File: config.mk
export PLATFORM = sky130hd
export DESIGN_NAME = voice_allocator
export DESIGN_NICKNAME = d
export VERILOG_FILES = /design/src/rtl/voice_allocator.sv
export SDC_FILE = /design/constraint.sdc
export NUM_CORES = 2
export LEC_CHECK = 0
export CAP_MARGIN = 0
export CORE_ASPECT_RATIO = 1.5
export CORE_MARGIN = 4
export CORE_UTILIZATION = 49
export DETAILED_ROUTE_END_ITERATION = 7
export PLACE_DENSITY = 0.67
export SKIP_CTS_REPAIR_TIMING = 1
export SYNTH_ARGS = -nofsm -noshare
export SYNTH_HDL_FRONTEND = slang
export SYNTH_SLANG_ARGS = --single-unit
File: constraint.sdc
create_clock -name AUDIO_CLK -period 3.5 [get_ports AUDIO_CLK]
set_input_delay 0.7 -clock AUDIO_CLK [delete_from_list [all_inputs] [get_ports AUDIO_CLK]]
set_output_delay 0.7 -clock AUDIO_CLK [all_outputs]
set_load 0.02 [all_outputs]
File: src/rtl/voice_allocator.sv
// Voice allocator: scans voices serially to assign or release synth voices.
// Optional voice stealing (tiers 3/4) enabled by defining VOICE_STEAL_EN.
module voice_allocator #(
  parameter int VOICES  = 32,
  parameter int V_WIDTH = $clog2(VOICES)
) (
  input  logic               AUDIO_CLK,
  input  logic               reset_reg_N,
  input  logic               ev_valid,
  output logic               ev_ready,
  input  logic               ev_note_on,
  input  logic [7:0]         ev_key,
  input  logic [7:0]         ev_vel,
  input  logic [VOICES-1:0]  voice_free,
  output logic [VOICES-1:0]  keys_on,
  output logic               note_on,
  output logic               note_off,
  output logic [V_WIDTH-1:0] cur_key_adr,
  output logic [7:0]         cur_key_val,
  output logic [7:0]         cur_vel_on,
  output logic [7:0]         cur_vel_off,
  output logic               steal,
  output logic               ev_dropped
);

  typedef enum logic [1:0] {
    IDLE,
    SCAN,
    COMMIT
  } state_t;

  state_t state_q, state_d;

  logic               on_q;
  logic [7:0]         key_q;
  logic [7:0]         vel_q;
  logic [V_WIDTH-1:0] idx_q;
  logic [2:0]         cand_tier;
  logic [V_WIDTH-1:0] cand_idx;
  logic [15:0]        cand_age;
  logic [15:0]        seq;
  logic [7:0]         key_mem   [VOICES];
  logic [15:0]        stamp_mem [VOICES];

  logic        xfer;
  logic        last;
  logic        busy_i;
  logic        free_i;
  logic        hit_i;
  logic [15:0] age_i;
  logic [2:0]  tier_i;
  logic        better;

  assign ev_ready = (state_q == IDLE);
  assign xfer     = ev_valid && ev_ready;
  assign last     = (idx_q == V_WIDTH'(VOICES - 1));

  assign busy_i = keys_on[idx_q];
  assign free_i = voice_free[idx_q];
  assign hit_i  = busy_i && (key_mem[idx_q] == key_q);
  assign age_i  = seq - stamp_mem[idx_q];

  // Tier 1 is best; 0 means not a candidate
  always_comb begin
    tier_i = 3'd0;
    if (hit_i)
      tier_i = 3'd1;
    else if (on_q && free_i && !busy_i)
      tier_i = 3'd2;
`ifdef VOICE_STEAL_EN
    else if (on_q && !busy_i)
      tier_i = 3'd3;
    else if (on_q)
      tier_i = 3'd4;
`endif
  end

  // Ascending scan: equal rank keeps the earlier (lower) index
  always_comb begin
    better = 1'b0;
    if (tier_i != 3'd0) begin
      if (cand_tier == 3'd0 || tier_i < cand_tier)
        better = 1'b1;
      else if (tier_i == cand_tier && tier_i >= 3'd3
               && age_i > cand_age)
        better = 1'b1;
    end
  end

  always_comb begin
    state_d = state_q;
    unique case (state_q)
      IDLE:    if (xfer) state_d = SCAN;
      SCAN:    if (last) state_d = COMMIT;
      COMMIT:  state_d = IDLE;
      default: state_d = IDLE;
    endcase
  end

  always_ff @(posedge AUDIO_CLK or negedge reset_reg_N) begin
    if (!reset_reg_N)
      state_q <= IDLE;
    else
      state_q <= state_d;
  end

  always_ff @(posedge AUDIO_CLK or negedge reset_reg_N) begin
    if (!reset_reg_N) begin
      on_q        <= 1'b0;
      key_q       <= '0;
      vel_q       <= '0;
      idx_q       <= '0;
      cand_tier   <= '0;
      cand_idx    <= '0;
      cand_age    <= '0;
      seq         <= '0;
      keys_on     <= '0;
      cur_key_adr <= '0;
      cur_key_val <= '0;
      cur_vel_on  <= '0;
      cur_vel_off <= '0;
      note_on     <= 1'b0;
      note_off    <= 1'b0;
      steal       <= 1'b0;
      ev_dropped  <= 1'b0;
      for (int i = 0; i < VOICES; i++) begin
        key_mem[i]   <= '0;
        stamp_mem[i] <= '0;
      end
    end else begin
      note_on    <= 1'b0;
      note_off   <= 1'b0;
      steal      <= 1'b0;
      ev_dropped <= 1'b0;
      if (state_q == IDLE) begin
        if (xfer) begin
          on_q      <= ev_note_on;
          key_q     <= ev_key;
          vel_q     <= ev_vel;
          idx_q     <= '0;
          cand_tier <= '0;
          cand_idx  <= '0;
          cand_age  <= '0;
        end
      end else if (state_q == SCAN) begin
        idx_q <= idx_q + 1'b1;
        if (better) begin
          cand_tier <= tier_i;
          cand_idx  <= idx_q;
          cand_age  <= age_i;
        end
      end else if (state_q == COMMIT) begin
        if (cand_tier == 3'd0) begin
          ev_dropped <= 1'b1;
        end else if (on_q) begin
          keys_on[cand_idx]   <= 1'b1;
          stamp_mem[cand_idx] <= seq;
          key_mem[cand_idx]   <= key_q;
          cur_key_adr         <= cand_idx;
          cur_key_val         <= key_q;
          cur_vel_on          <= vel_q;
          note_on             <= 1'b1;
          seq                 <= seq + 16'd1;
`ifdef VOICE_STEAL_EN
          steal               <= (cand_tier >= 3'd3);
`else
          steal               <= 1'b0;
`endif
        end else begin
          keys_on[cand_idx] <= 1'b0;
          cur_key_adr       <= cand_idx;
          cur_vel_off       <= vel_q;
          note_off          <= 1'b1;
        end
      end
    end
  end

endmodule

-- After elaboration in Yosys (flattened, before gate mapping)
Cells that the tools add are included.
- add/subtract/negate cells: 3
- $lt $le $gt $ge: 9
- eq/ne operators: 7
- muxes and demuxes: 55
- bitwise gates (word level): 9
- reductions and logical operators: 22
- operators by type and width (kind ; count):
    bitwise mux 512 bit ; 1
    bitwise mux 256 bit ; 1
    two-way mux 16 bit ; 7
    binary-select mux 16 bit (select 5 bit) ; 1
    demux 16 bit (select 5 bit) ; 1
    binary-select mux 8 bit (select 5 bit) ; 1
    demux 8 bit (select 5 bit) ; 1
    AND 32 bit ; 1
    two-way mux 32 bit ; 1
    inverter 32 bit ; 1
    OR 32 bit ; 1
    two-way mux 5 bit ; 6
    two-way mux 8 bit ; 3
    two-way mux 1 bit ; 20
    adder 16 x 1 -> 16 bit, second input constant ; 1
    > comparator 16 bit ; 1
    subtractor 16 bit ; 1
    two-way mux 3 bit ; 5
    greater-or-equal comparator 6 bit, second input constant ; 2
    < comparator 5 x 6 -> 1 bit, second input constant ; 2
    inverter 5 -> 6 bit ; 2
    binary-select mux 1 bit (select 5 bit) ; 2
    AND reduction 5 bit ; 2
    == test 8 bit ; 1
    25 further kinds ; 40
- register bits: 896
- input bits: 52
- output and inout bits: 66
- logic and storage cells: 186

-- Longest topological paths before layout
- word-level depth: 16
- gate-level depth with buffers: 21
- mapped depth without buffers: 15

-- Least setup slack after synthesis
No wires, ideal clock.
- kind: register -> register
- from: register idx_q[0]
- to: register cand_idx[2]
- library setup time: 79 ps
- arrival: 3239 ps
- setup slack: 182 ps
- cell stages (with the launch flop): 19
- buffers on the path: 3
- path through: dfrtp_1 -> buf_6 -> buf_12 -> mux4_2 -> a22oi_2 -> nand3_2 -> a2111oi_4 -> a22oi_2 -> nor3_4 -> nand3_1 -> ha_1 -> inv_1 -> a21oi_1 -> o21ai_0 -> inv_1 -> and2_2 -> nor2b_4 -> buf_6 -> mux2i_1
- longest elaborated chain between the ends: 15
- ends and longest elaborated chain (item ; line ; text):
    start, declared ; 37 ; logic [V_WIDTH-1:0] idx_q;
    start signal, assigned ; 146 ; idx_q <= idx_q + 1'b1;
    branches (longest 12 deep; another with subtractor 16 bit) ; -- ;
    two-way mux 1 bit * ; 81 ; if (tier_i != 3'd0) begin
    nonzero test 2 bit (no line) * ; -- ;
    AND reduction 3 bit (no line) * ; -- ;
    end signal, assigned ; 149 ; cand_idx <= idx_q;
    end, declared ; 39 ; logic [V_WIDTH-1:0] cand_idx;
Every way passes the cells marked *. The select of a mux whose other input is x is not followed.
A chain may end at the register's enable or synchronous reset.

-- Final worst setup path
- from: register idx_q[0]
- to: register cand_idx[3]
The elaborated chain is that of the path after synthesis.

==> qor.yml <==
outcome:
  status: "complete, but fails checks"
  violations: "negative setup slack"
setup_path:
  arrival_ps: 3950
  ff2ff_path_depth: 14
  r2r_end: "cand_idx[3]"
  ff2ff_setup_slack_ps: -40
  cp-start-kind: "flop"
  timing.rr.start: "idx_q[0]"
  cp.required_ps: 3910
  path_class: "reg -> reg"
  worstPathMaxFanout: 5
  cp-end-kind: "flop"
cells_and_area:
  fillers: 2620
  nets: 1431
  antenna_cells: 0
  seq_area_um2: 8790
  multi_input_area_um2: 7060
  final_cells: 1821
  drive_above_1_share_pct: 37.9
  area_growth_pct: 19.3
power_and_ir_drop:
  comb_power_share_pct: 33.4
  peakVddDrop_mv: 0.433
  clock_power_share_pct: 30.8
  seq_power_share_pct: 35.9
  p_leak_nw: 9.57
  powerDensity_nw_per_um2: 644
  switching_share_pct: 33.6
  p_int_mw: 8.43
  switchingPower_mw: 4.27
sta:
  tightest_slew_ps: 1000
  finalMaxSlewViolations: 0
  max_freq_mhz: 282
  clock_skew_ps: 16.1
  period_share_pct: 101
  rsz0062_at_grt: "true"
  relSlewSlack_pct: 33.1
  fin_tns_setup_ps: -168
  setup_ws_ps: -41.0
  setup_viol: 5
  fin_crit_ps: 3540
  hold_viol_final: 0
logic_synthesis:
  yosys.cell_types.count: 52
  synth_flop_cell: "dfrtp_1"
  post-synth-top-area-cell: "dfrtp_1"
  synthTopCellsByCount: "351 x dfrtp_1, 283 x mux2_2, 181 x nand2_1, 121 x clkbuf_1, 64 x mux4_2"
  synth.avg_cell_area_um2: 12.9
  ys_seq_area_share_pct: 53.2
  synth-async-reset-ratio_pct: 100
  syn_nets: 1332
  yosys_warnings: 0
  syn_inst: 1276
  synth.most_common_cell: "dfrtp_1"
  synth_top_area_share_pct: 53.2
  synthTopCellsByArea: "dfrtp_1 53%, mux2_2 19%, mux4_2 8.7%, nand2_1 4.1%, mux2i_1 3.2%"
  synth_edf_count: 0
  synth_seq_cells: 351
  synth_area_um2: 16500
clock_tree:
  clk_pin_slew_worst_paths_ps: 60
  insertion_delay_ps: 540
  cts_buffer_depth: 3
  cts_tree: "yes"
  cts.htree.levels: 2
  cts-buffers-inserted: 35
  clockRootBuffer: "clkbuf_16"
  cts.sinks: 351
placement:
  io_buffers: 116
  dp.cells: 1744
  hpwlAfterDp_um: 30600
  place_congestion: 0.910
  dp_worst_setup_slack_ps: -138
global_route:
  grt_pass1_vias: 11500
  grt_pass1_wl_um: 68600
  grt_max_degree: 84
  antenna_found_initial: 0
  grt_usage_pct: 24.7
  grt-ovfl-total: 0
floorplan:
  dieArea_um2: 36800
  coreArea_um2: 33300
  ios: 118
  die_y_um: 233
  initial_utilization_pct: 49.6
  rows: 82
  die_w_um: 158
route:
  ant_nets: 0
  drc_errors: 0
  dr.pass1.iters: 5
  vias: 10700
  routedWlPerCell_um: 24.4
  drt-vias-per-instance: 5.89
  drtIter0Drc: 611
  drt-total-wl_um: 44500
min_path:
  min_path_type: "in -> async"
flow_run:
  maxCapViolCount: 0
==> logic make-up after synthesis <==
logic type / after synthesis / synth area share, %
other: 1 / 0.0227
AND/OR/NAND/NOR: 261 / 7.02
multiplexers: 399 / 31.2
buffers and inverters: 163 / 4.35
adder cells (fa/ha/maj): 4 / 0.303
flip-flops: 351 / 53.2
XOR/XNOR: 7 / 0.371
AO/OA/AOI/OAI: 90 / 3.62
==> cell usage in the layout (no fill, tap or decap), types with 6 or more instances in the layout <==
cell type / count
dfrtp_1: 349
mux2_2: 283
nand2_1: 180
clkdlybuf4s50_1: 115
buf_4: 81
mux4_2: 64
mux2i_1: 52
o21ai_0: 40
clkbuf_16: 37
a22oi_1: 23
nand3_1: 18
nor2_1: 15
buf_12: 13
clkinv_2: 10
inv_1: 8
and2_1: 6
and3_1: 6
==> power by group through the flow <==
| stage | Sequential [mW] | Combinational (mW) | Clock [mW] |
|---|---|---|---|
| floorplan | 4.41 | 2.58 | 0 |
| global placement | 4.61 | 3.98 | 0 |
| detailed placement | 4.61 | 4.00 | 0 |
| CTS | 4.54 | 4.02 | 3.97 |
| global route | 4.58 | 4.53 | 4.13 |
| finish | 4.56 | 4.24 | 3.90 |
==> worst max-delay path: stages, from the launching register on <==
cell	delay, ps
dfrtp_4	500
buf_12	150
buf_4	160
mux4_2	490
mux4_2	550
a211oi_4	250
nand2_1	110
a21oi_2	160
ha_1	250
a21oi_1	160
o21ai_1	70
inv_1	120
nand4_2	140
nor2b_4	190
mux2i_1	120
==> through the flow <==
| step | power [mW] | area [um2] | hold slack, ps | utilization [%] |
|---|---|---|---|---|
| CTS | 12.5 | 19500 | 207 | 58.6 |
| floorplan | 6.99 | 16500 | 404 | - |
| finish | 12.7 | 19700 | 169 | 59.1 |
| detailed placement | 8.61 | 18300 | 467 | 55.0 |
| global placement | 8.59 | 18300 | 458 | 55.0 |
| global route | 13.2 | 19700 | 221 | 59.1 |
==> state kept, by name (all words and copies together), names as in the netlist, 2 cells and up, named ones only <==
register / count
idx_q: 5
key_mem: 256
vel_q: 8
cand_idx: 5
cur_vel_off: 8
cur_key_adr: 5
key_q: 8
cur_key_val: 8
state_q: 2
cur_vel_on: 8
cand_tier: 2
==> how the worst max path moves through the flow <==
stage / startpoint / to / slack [ps] / cells past startpoint
floorplan: idx_q[0] / cand_idx[2] / 180 / 18
global placement: idx_q[0] / cand_idx[3] / -110 / 13
detailed placement: idx_q[0] / cand_idx[1] / -140 / 13
CTS: idx_q[0] / cand_idx[1] / -150 / 13
global route: idx_q[0] / cand_idx[3] / -170 / 14
finish: idx_q[0] / cand_idx[3] / -40 / 14
==> cell type report <==
class | count | share of cell area, %
flip-flops and latches | 351 | 44.6
multi-input cells | 762 | 35.8
repair buffers | 215 | 10.7
clock buffers | 46 | 5.02
well taps | 420 | 2.67
clock inverters | 17 | 1.03
inverters | 10 | 0.190
==> metal layers <==
metal	routed length (um)	track usage (%)	vias up
li1	-	-	4668
met1	17600	30.9	5593
met2	22700	42.6	349
met3	2170	3.50	107
met4	2030	10.5	0
met5	0	0	-
(Power assumes the default switching activity.)
